`src/rtl/aes_ctrl_pkg.sv`:
```
`default_nettype none
// ============================================================
// Module : aes_ctrl_pkg - register map, FSM states, status bits
// Rev    : 1.0  initial release
// ============================================================
package aes_ctrl_pkg;

  localparam int WORDS  = 8;
  localparam int LAT_W  = 16;
  localparam int ADDR_W = 5;
  localparam int DATA_W = 16;
  localparam int BLK_W  = WORDS * DATA_W;

  typedef enum logic [1:0] {
    IDLE = 2'd0,
    SEND = 2'd1,
    WAIT = 2'd2
  } state_e;

  localparam logic [ADDR_W-1:0] ADDR_DIN    = 5'h00;
  localparam logic [ADDR_W-1:0] ADDR_DOUT   = 5'h08;
  localparam logic [ADDR_W-1:0] ADDR_CTRL   = 5'h10;
  localparam logic [ADDR_W-1:0] ADDR_STATUS = 5'h11;
  localparam logic [ADDR_W-1:0] ADDR_LAT    = 5'h12;

  localparam int CTRL_START  = 0;
  localparam int CTRL_IRQ_EN = 1;

  localparam int STAT_BUSY = 0;
  localparam int STAT_DONE = 1;
  localparam int STAT_ERR  = 2;

  // DIN occupies 0x00-0x07 and DOUT 0x08-0x0F, so bits [4:3] select the bank
  function automatic logic is_din(input logic [ADDR_W-1:0] a);
    return a[4:3] == 2'b00;
  endfunction

  function automatic logic is_dout(input logic [ADDR_W-1:0] a);
    return a[4:3] == 2'b01;
  endfunction

endpackage
`default_nettype wire

```
`src/rtl/aes_ctrl_if.sv`:
```
`default_nettype none
// ============================================================
// Module : aes_ctrl_if - CPU bus and encryptor handshake bundle
// Rev    : 1.0  initial release
// ============================================================
interface aes_ctrl_if;
  import aes_ctrl_pkg::*;

  logic [ADDR_W-1:0] addr_i;
  logic [DATA_W-1:0] wdata_i;
  logic              we_i;
  logic              re_i;
  logic [DATA_W-1:0] rdata_o;
  logic              irq_o;
  logic [BLK_W-1:0]  enc_data_o;
  logic              enc_v_o;
  logic              enc_ready_i;
  logic [BLK_W-1:0]  enc_data_i;
  logic              enc_v_i;
  logic              enc_yumi_o;

  modport master (
    output addr_i, wdata_i, we_i, re_i, enc_ready_i, enc_data_i, enc_v_i,
    input  rdata_o, irq_o, enc_data_o, enc_v_o, enc_yumi_o
  );

  modport slave (
    input  addr_i, wdata_i, we_i, re_i, enc_ready_i, enc_data_i, enc_v_i,
    output rdata_o, irq_o, enc_data_o, enc_v_o, enc_yumi_o
  );

endinterface
`default_nettype wire

```
`src/rtl/aes_ctrl_regs.sv`:
```
`default_nettype none
// ============================================================
// Module : aes_ctrl_regs - DIN/DOUT word banks and readback mux
// Rev    : 1.0  initial release
// ============================================================
module aes_ctrl_regs
  import aes_ctrl_pkg::*;
(
  input  wire logic              clk_i,
  input  wire logic              reset_n_i,
  input  wire logic [ADDR_W-1:0] i_addr,
  input  wire logic [DATA_W-1:0] i_wdata,
  input  wire logic              i_we,
  input  wire logic              i_re,
  input  wire logic              i_din_lock,
  input  wire logic              i_dout_cap,
  input  wire logic [BLK_W-1:0]  i_dout_data,
  input  wire logic              i_irq_en,
  input  wire logic [2:0]        i_status,
  input  wire logic [LAT_W-1:0]  i_lat,
  output logic      [BLK_W-1:0]  o_din,
  output logic      [DATA_W-1:0] o_rdata
);

  logic [DATA_W-1:0] r_din  [WORDS];
  logic [DATA_W-1:0] r_dout [WORDS];
  logic [DATA_W-1:0] r_rdata;
  logic [DATA_W-1:0] w_rd_mux;

  always_ff @(posedge clk_i) begin
    if (!reset_n_i) begin
      for (int k = 0; k < WORDS; k++) begin
        r_din[k]  <= '0;
        r_dout[k] <= '0;
      end
      r_rdata <= '0;
    end else begin
      if (i_we && is_din(i_addr) && !i_din_lock)
        r_din[i_addr[2:0]] <= i_wdata;
      if (i_dout_cap)
        for (int k = 0; k < WORDS; k++)
          r_dout[k] <= i_dout_data[k*DATA_W +: DATA_W];
      // Mux sees pre-edge state, so a same-cycle write is not reflected
      if (i_re)
        r_rdata <= w_rd_mux;
    end
  end

  always_comb begin
    w_rd_mux = '0;
    if (is_din(i_addr)) begin
      w_rd_mux = r_din[i_addr[2:0]];
    end else if (is_dout(i_addr)) begin
      w_rd_mux = r_dout[i_addr[2:0]];
    end else begin
      case (i_addr)
        ADDR_CTRL:   w_rd_mux[CTRL_IRQ_EN] = i_irq_en;
        ADDR_STATUS: w_rd_mux[2:0]         = i_status;
        ADDR_LAT:    w_rd_mux              = i_lat;
        default:     w_rd_mux              = '0;
      endcase
    end
  end

  for (genvar k = 0; k < WORDS; k++) begin : g_din_pack
    assign o_din[k*DATA_W +: DATA_W] = r_din[k];
  end

  assign o_rdata = r_rdata;

endmodule
`default_nettype wire

```
`src/rtl/aes_ctrl.sv`:
```
`default_nettype none
// ============================================================
// Module : aes_ctrl - CPU register front-end for the AES encryptor
// Rev    : 1.0  initial release
// ============================================================
module aes_ctrl
  import aes_ctrl_pkg::*;
(
  input wire logic   clk_i,
  input wire logic   reset_n_i,
  aes_ctrl_if.slave  bus
);

  state_e            r_state;
  state_e            w_state_nxt;
  logic              r_done;
  logic              r_err;
  logic              r_irq_en;
  logic [LAT_W-1:0]  r_lat;

  logic              w_busy;
  logic              w_ctrl_wr;
  logic              w_start_wr;
  logic              w_start_ok;
  logic              w_din_wr;
  logic              w_status_rd;
  logic              w_capture;
  logic              w_proto_err;
  logic              w_set_err;
  logic              w_enc_v;
  logic              w_enc_yumi;
  logic [2:0]        w_status;
  logic [BLK_W-1:0]  w_din;

  assign w_busy      = (r_state != IDLE);
  assign w_ctrl_wr   = bus.we_i && (bus.addr_i == ADDR_CTRL);
  assign w_start_wr  = w_ctrl_wr && bus.wdata_i[CTRL_START];
  assign w_start_ok  = w_start_wr && !w_busy;
  assign w_din_wr    = bus.we_i && is_din(bus.addr_i);
  assign w_status_rd = bus.re_i && (bus.addr_i == ADDR_STATUS);
  assign w_set_err   = w_proto_err || (w_busy && (w_din_wr || w_start_wr));

  always_comb begin
    w_state_nxt = r_state;
    w_capture   = 1'b0;
    w_proto_err = 1'b0;
    w_enc_v     = 1'b0;
    w_enc_yumi  = 1'b0;
    case (r_state)
      IDLE: begin
        w_proto_err = bus.enc_v_i;
        if (w_start_wr)
          w_state_nxt = SEND;
      end
      SEND: begin
        w_enc_v     = 1'b1;
        w_proto_err = bus.enc_v_i;
        if (bus.enc_ready_i)
          w_state_nxt = WAIT;
      end
      WAIT: begin
        w_enc_yumi = bus.enc_v_i;
        w_capture  = bus.enc_v_i;
        if (bus.enc_v_i)
          w_state_nxt = IDLE;
      end
      default: w_state_nxt = IDLE;
    endcase
  end

  always_ff @(posedge clk_i) begin
    if (!reset_n_i) begin
      r_state  <= IDLE;
      r_done   <= 1'b0;
      r_err    <= 1'b0;
      r_irq_en <= 1'b0;
      r_lat    <= '0;
    end else begin
      r_state <= w_state_nxt;
      if (w_ctrl_wr)
        r_irq_en <= bus.wdata_i[CTRL_IRQ_EN];
      // A set in the same cycle as a STATUS read wins over the read-clear
      if (w_capture)
        r_done <= 1'b1;
      else if (w_status_rd || w_start_ok)
        r_done <= 1'b0;
      if (w_set_err)
        r_err <= 1'b1;
      else if (w_status_rd)
        r_err <= 1'b0;
      if (w_start_ok)
        r_lat <= '0;
      else if (w_busy && (r_lat != '1))
        r_lat <= r_lat + 1'b1;
    end
  end

  always_comb begin
    w_status            = '0;
    w_status[STAT_BUSY] = w_busy;
    w_status[STAT_DONE] = r_done;
    w_status[STAT_ERR]  = r_err;
  end

  aes_ctrl_regs u_regs (
    .clk_i       (clk_i),
    .reset_n_i   (reset_n_i),
    .i_addr      (bus.addr_i),
    .i_wdata     (bus.wdata_i),
    .i_we        (bus.we_i),
    .i_re        (bus.re_i),
    .i_din_lock  (w_busy),
    .i_dout_cap  (w_capture),
    .i_dout_data (bus.enc_data_i),
    .i_irq_en    (r_irq_en),
    .i_status    (w_status),
    .i_lat       (r_lat),
    .o_din       (w_din),
    .o_rdata     (bus.rdata_o)
  );

  assign bus.enc_data_o = w_din;
  assign bus.enc_v_o    = w_enc_v;
  assign bus.enc_yumi_o = w_enc_yumi;
  assign bus.irq_o      = r_done & r_irq_en;

endmodule
`default_nettype wire

```
`src/flat_wrapper.sv`:
```
// flat-port wrapper written by rule: the top's interface ports become plain ports
module aes_ctrl_flat import aes_ctrl_pkg::*;
  (clk_i, reset_n_i, bus_addr_i, bus_wdata_i, bus_we_i, bus_re_i, bus_enc_ready_i, bus_enc_data_i, bus_enc_v_i, bus_rdata_o, bus_irq_o, bus_enc_data_o, bus_enc_v_o, bus_enc_yumi_o);
  aes_ctrl_if bus_i ();
  input wire logic clk_i;
  input wire logic reset_n_i;
  input wire logic [$bits(bus_i.addr_i)-1:0] bus_addr_i;
  input wire logic [$bits(bus_i.wdata_i)-1:0] bus_wdata_i;
  input wire logic [$bits(bus_i.we_i)-1:0] bus_we_i;
  input wire logic [$bits(bus_i.re_i)-1:0] bus_re_i;
  input wire logic [$bits(bus_i.enc_ready_i)-1:0] bus_enc_ready_i;
  input wire logic [$bits(bus_i.enc_data_i)-1:0] bus_enc_data_i;
  input wire logic [$bits(bus_i.enc_v_i)-1:0] bus_enc_v_i;
  output wire logic [$bits(bus_i.rdata_o)-1:0] bus_rdata_o;
  output wire logic [$bits(bus_i.irq_o)-1:0] bus_irq_o;
  output wire logic [$bits(bus_i.enc_data_o)-1:0] bus_enc_data_o;
  output wire logic [$bits(bus_i.enc_v_o)-1:0] bus_enc_v_o;
  output wire logic [$bits(bus_i.enc_yumi_o)-1:0] bus_enc_yumi_o;
  assign bus_i.addr_i = bus_addr_i;
  assign bus_i.wdata_i = bus_wdata_i;
  assign bus_i.we_i = bus_we_i;
  assign bus_i.re_i = bus_re_i;
  assign bus_i.enc_ready_i = bus_enc_ready_i;
  assign bus_i.enc_data_i = bus_enc_data_i;
  assign bus_i.enc_v_i = bus_enc_v_i;
  assign bus_rdata_o = bus_i.rdata_o;
  assign bus_irq_o = bus_i.irq_o;
  assign bus_enc_data_o = bus_i.enc_data_o;
  assign bus_enc_v_o = bus_i.enc_v_o;
  assign bus_enc_yumi_o = bus_i.enc_yumi_o;
  aes_ctrl u_core (.clk_i(clk_i), .reset_n_i(reset_n_i), .bus(bus_i));
endmodule
```
`config.mk`:
```
export PLATFORM = sky130hd
export DESIGN_NAME = aes_ctrl_flat
export DESIGN_NICKNAME = d
export VERILOG_FILES = /design/src/rtl/aes_ctrl_pkg.sv /design/src/rtl/aes_ctrl_if.sv /design/src/rtl/aes_ctrl_regs.sv /design/src/rtl/aes_ctrl.sv /design/src/flat_wrapper.sv
export SDC_FILE = /design/constraint.sdc
export NUM_CORES = 1
export LEC_CHECK = 0
export BUFFER_PORTS_ARGS = -buffer_cell sky130_fd_sc_hd__buf_2
export CORE_MARGIN = 3
export CORE_UTILIZATION = 49
export CTS_CLUSTER_DIAMETER = 30
export DETAILED_ROUTE_END_ITERATION = 12
export PLACE_DENSITY = 0.77
export SETUP_SLACK_MARGIN = 0.3
export SKIP_LAST_GASP = 1
export SYNTH_ARGS = -nofsm -noshare
export SYNTH_HDL_FRONTEND = slang
export SYNTH_SLANG_ARGS = --single-unit
```
`constraint.sdc`:
```
create_clock -name clk_i -period 4.64 [get_ports clk_i]
set_clock_uncertainty 0.1 [all_clocks]
set_input_delay 0.696 -clock clk_i [delete_from_list [all_inputs] [get_ports clk_i]]
set_output_delay 0.696 -clock clk_i [all_outputs]
set_load 0.03 [all_outputs]
```
Yosys cells after proc, flatten, opt, wreduce, memory -nomap -nowiden
Memories as Yosys holds them, arrays and structs flattened.
Index checks and enable logic that the tools add are counted.
- logic and storage cells: 85
- bits in writable memories: 256
- memories: 2
- output and inout port bits: 147
- bits in registers: 37
- input bits: 155
- memories (name ; words ; width ; read ports ; clocked after memory_dff ; wr ports ; RTL line ; source):
    u_core.u_regs.r_din ; 8 ; 16 ; 9 ; 0 ; 8 ; aes_ctrl_regs.sv:25 ; logic [DATA_W-1:0] r_din [WORDS];
    u_core.u_regs.r_dout ; 8 ; 16 ; 1 ; 0 ; 8 ; aes_ctrl_regs.sv:26 ; logic [DATA_W-1:0] r_dout [WORDS];
- multiplexer cells: 35
- reductions and logical operators: 21
- bitwise gates (word level): 10
- add/sub/neg operators: 1
- eq/ne operators: 10
- operators with widths (operator ; count):
    2-to-1 mux 16 bit ; 11
    adder 16 x 1 -> 16 bit (second input constant) ; 1
    != test 16 bit (second input constant) ; 1
    OR reduction 16 bit ; 1
    == test 5 bit (second input constant) ; 3
    2-to-1 mux 1 bit ; 15
    2-to-1 mux 13 bit ; 1
    logical AND 1 bit ; 8
    bitwise OR 1 bit ; 8
    2-to-1 mux 2 bit ; 3
    case mux 2 bit (3 select lines) ; 1
    nonzero test 2 bit ; 3
    == test 2 x 1 -> 1 bit (second input constant) ; 2
    logical NOT 2 bit ; 2
    != test 2 bit (second input constant) ; 2
    case mux 1 bit (2 select lines) ; 2
    OR reduction 2 bit ; 2
    logical OR 1 bit ; 3
    2-to-1 mux 3 bit ; 1
    case mux 1 bit (3 select lines) ; 1
    AND reduction 3 bit ; 1
    == test 2 bit (second input constant) ; 1
    != test 2 x 1 -> 1 bit (second input constant) ; 1
    bitwise AND 1 bit ; 1
    2 further kinds ; 2

Logic depth before layout (Yosys ltp)
- depth after elaboration: 8
- gate-level depth with buffers: 8
- mapped depth without buffers: 6

By module
From an unflattened synthesis, not the netlist that was laid out.
- cells, all modules: 954
- area, all modules: 13549.2 sq um
- modules (own cells, without submodules) (module ; area each (sq um) ; cells an instance ; instances ; sequential area each (sq um)):
    aes_ctrl_regs ; 12391.9 ; 823 ; 1 ; 8007.7
    aes_ctrl ; 1157.4 ; 131 ; 1 ; 420.4

Worst setup path before layout
Ideal clock, no wire load.
- path type: input to register
- start point: in bus_enc_v_i
- end point: mem u_core.u_regs.r_dout[0][0] (enable)
- path buffers: 1
- data arrival time: 4.415 ns
- path slack: -0.385 ns
- library setup time: 0.510 ns
- stages on the path: 3
- cells stage by stage: nor3b_2 -> clkbuf_1 -> nand2b_1
- RTL lines (what ; RTL line ; source):
    start: declaration ; flat_wrapper.sv:13 ; input wire logic [$bits(bus_i.enc_v_i)-1:0] bus_enc_v_i;
    end: declaration ; aes_ctrl_regs.sv:26 ;

==> impl_metrics.env <==
export IMPL_first_global_vias=9487
export IMPL_synth_cell_types=56
export IMPL_dp_slack_ns=0.7783
export IMPL_synth_edff_count=256
export IMPL_ys_ff_latch=293
export IMPL_finalSetupTns_ns=0
export IMPL_cts_inserted_buffers=59
export IMPL_clk_pin_slew_ns=0.05
export IMPL_finalCritPeriodShare=0.7152
export IMPL_hold_class="primary input to flip-flop"
export IMPL_antenna_found_initial=5
export IMPL_tightest_slew_ns=1.122
export IMPL_port_buffers=301
export IMPL_synth_top_area_frac=0.5756
export IMPL_status="finished clean"
export IMPL_cts_tree="yes"
export IMPL_grt_max_degree=99
export IMPL_r2r_cells=5
export IMPL_worst_endpoint_required_ns=4.74
export IMPL_drv_slew=0
export IMPL_chipHeight_um=171.1
export IMPL_clock_root_buffer="clkbuf_16"
export IMPL_finalSetupViolCount=0
export IMPL_nNetsFinal=1422
export IMPL_power_mw=7.954
export IMPL_syn_area_um2=13360
export IMPL_hold_viol_final=0
export IMPL_first_iter_violations=1125
export IMPL_min_to="u_core.u_regs.r_dout[7][0]$_SDFFCE_PN0P_"
export IMPL_cts_buffer_depth=3
export IMPL_crit_fanout=17
export IMPL_ant_nets=0
export IMPL_end_kind="flip-flop"
export IMPL_drive_gt1_frac=0.3789
export IMPL_die_area_um2=29270
export IMPL_avgRoutedWirePerCell_um=23.39
export IMPL_max_slew_margin=0.2520
export IMPL_crit_path_start_kind="primary input"
export IMPL_grt_total_usage=0.2560
export IMPL_grt_pass1_wl_um=56300
export IMPL_rows=59
export IMPL_drt_pass1_iter_count=5
export IMPL_yosys_area_top_type="edfxtp_1"
export IMPL_reg2reg_from="u_core.r_state[0]$_SDFFE_PN0P_"
export IMPL_die_w_um=171.1
export IMPL_critical_path_arrival_ns=3.42
export IMPL_avgViaCountPerCell=5.842
export IMPL_synth_fp_nets=1118
export IMPL_fin_crit_ns=3.319
export IMPL_synth_ff_type="edfxtp_1"
export IMPL_place_congestion=0.8619
export IMPL_clk_latency_ns=0.58
export IMPL_netlist_top_cells_count="edfxtp_1, and3_1, and2_1"
export IMPL_timing_fmax_mhz=301.3
export IMPL_rrSetupSlack_ns=1.73
export IMPL_area_growth_pct=29.03
export IMPL_maxCapViolCount=0
export IMPL_core_area_um2=26430
export IMPL_start_util=0.5053
export IMPL_r2r_end="u_core.u_regs.r_din[4][9]$_SDFFCE_PN0P_"
export IMPL_hold_buffers=0
export IMPL_seq_area_frac_synth=0.6311
export IMPL_vias=9675
export IMPL_dp_cells=1540
export IMPL_postLayoutCoreUtil=0.6521
export IMPL_yosys_warnings=0
export IMPL_overflow=0
export IMPL_syn_mean_instance_area_um2=13.88
export IMPL_cts_resized_gates=0
export IMPL_critPathKind="primary input to flip-flop"
export IMPL_leakage_nw=7.676
export IMPL_min_path_cells=2
export IMPL_pin_count=302
export IMPL_htreeDepth=2
export IMPL_min_from="bus_enc_data_i[112]"
export IMPL_cts_sinks=293
export IMPL_fin_cells=1656
export IMPL_cts_setup_buffers=0
export IMPL_drc=0
export IMPL_powerDensity_nw_per_um2=461.6
export IMPL_dp_hpwl_um=26490
export IMPL_ir_worst_vdd_mv=0.3320
export IMPL_rsz0062_at_grt="false"
export IMPL_async_reset_ff_frac=0
export IMPL_ys_top_cells_by_area="edfxtp_1, and3_1, mux4_2"
export IMPL_finalWirelength_um=38740
export IMPL_syn_instance_count=962
export IMPL_synth_most_common_cell="edfxtp_1"
export IMPL_fin_ws_ns=1.321
## worst max-delay path: stages
cell,delay [ns]
buf_2,0.20
nor2_2,0.62
nand4_1,0.29
or2_1,0.42
nor3_4,0.46
nand2b_1,0.71
## per-layer routing
layer	part of all wire	vias up	GRT usage
met1	0.38	4706	0.3406
met3	0.10	86	0.05961
li1	-	4300	-
met2	0.48	583	0.4111
met5	0	-	0
met4	0.036	0	0.1018
## cell type report
class	count	area, µm²
well taps	335	419.2
clock buffers	67	1579
inverters	5	18.77
diodes	4	10.01
clock inverters	45	553.0
flip-flops and latches	293	8428
repair buffers	317	1632
multi-input cells	590	4593
fillers	1907	9195
## cell usage in the layout, fill, tap and decap left out, types with 26 or more instances in the layout
cell / instances
buf_2: 299
edfxtp_1: 256
and3_1: 147
and2_1: 116
clkbuf_16: 61
mux2i_1: 50
mux4_2: 38
dfxtp_1: 37
nand2_1: 34
nor2_1: 34
o22ai_1: 26
## per-stage QoR
| step | area, µm² | hold WS [ns] |
|---|---|---|
| 6_report | 17230 | 0.3060 |
| 3_5_place_dp | 15090 | 0.3378 |
| 3_3_place_gp | 15090 | 0.3275 |
| 5_1_grt | 17230 | 0.3021 |
| 4_1_cts | 17220 | 0.2887 |
| 2_1_floorplan | 13360 | 0.3370 |
## logic make-up after synthesis
group / Yosys count / synth area share
xor gates and xnor gates: 9 / 0.005902
adders and majority gates: 1 / 0.0009367
buffers and inverters: 79 / 0.02717
and+or+nand+nor: 396 / 0.1742
AOI/OAI and AO/OA: 80 / 0.04572
muxes: 104 / 0.1150
DFF: 293 / 0.6311
## where the power goes
group          total, mW  switching (mW)  internal (mW)
sequential          3.00          0.0431           2.96
clock               4.43            1.50           2.93
combinational      0.522           0.341          0.181
total               7.95            1.88           6.07
## how the worst max path moves through the flow
stage / start / end / slack, ns / cells after the start
after floorplan: bus_enc_v_i / u_core.u_regs.r_dout[0][0]$_SDFFCE_PN0P_ / 1.13 / 3
after global placement: bus_addr_i[3] / u_core.u_regs.r_din[4][12]$_SDFFCE_PN0P_ / 0.96 / 6
after detailed placement: bus_addr_i[3] / u_core.u_regs.r_din[4][12]$_SDFFCE_PN0P_ / 0.78 / 6
after CTS: bus_addr_i[3] / u_core.u_regs.r_din[4][9]$_SDFFCE_PN0P_ / 1.32 / 6
after global routing: bus_addr_i[3] / u_core.u_regs.r_din[4][9]$_SDFFCE_PN0P_ / 1.08 / 6
final: bus_addr_i[3] / u_core.u_regs.r_din[4][9]$_SDFFCE_PN0P_ / 1.32 / 6
## registers in the layout (all words and copies together) (netlist names)
signal and count:
u_core.r_done 1, u_core.r_err 1, u_core.r_irq_en 1, u_core.r_lat 16, u_core.r_state 2, u_core.u_regs.o_rdata 16, u_core.u_regs.r_din 128, u_core.u_regs.r_dout 128
Power figures use the tool's default switching activity.
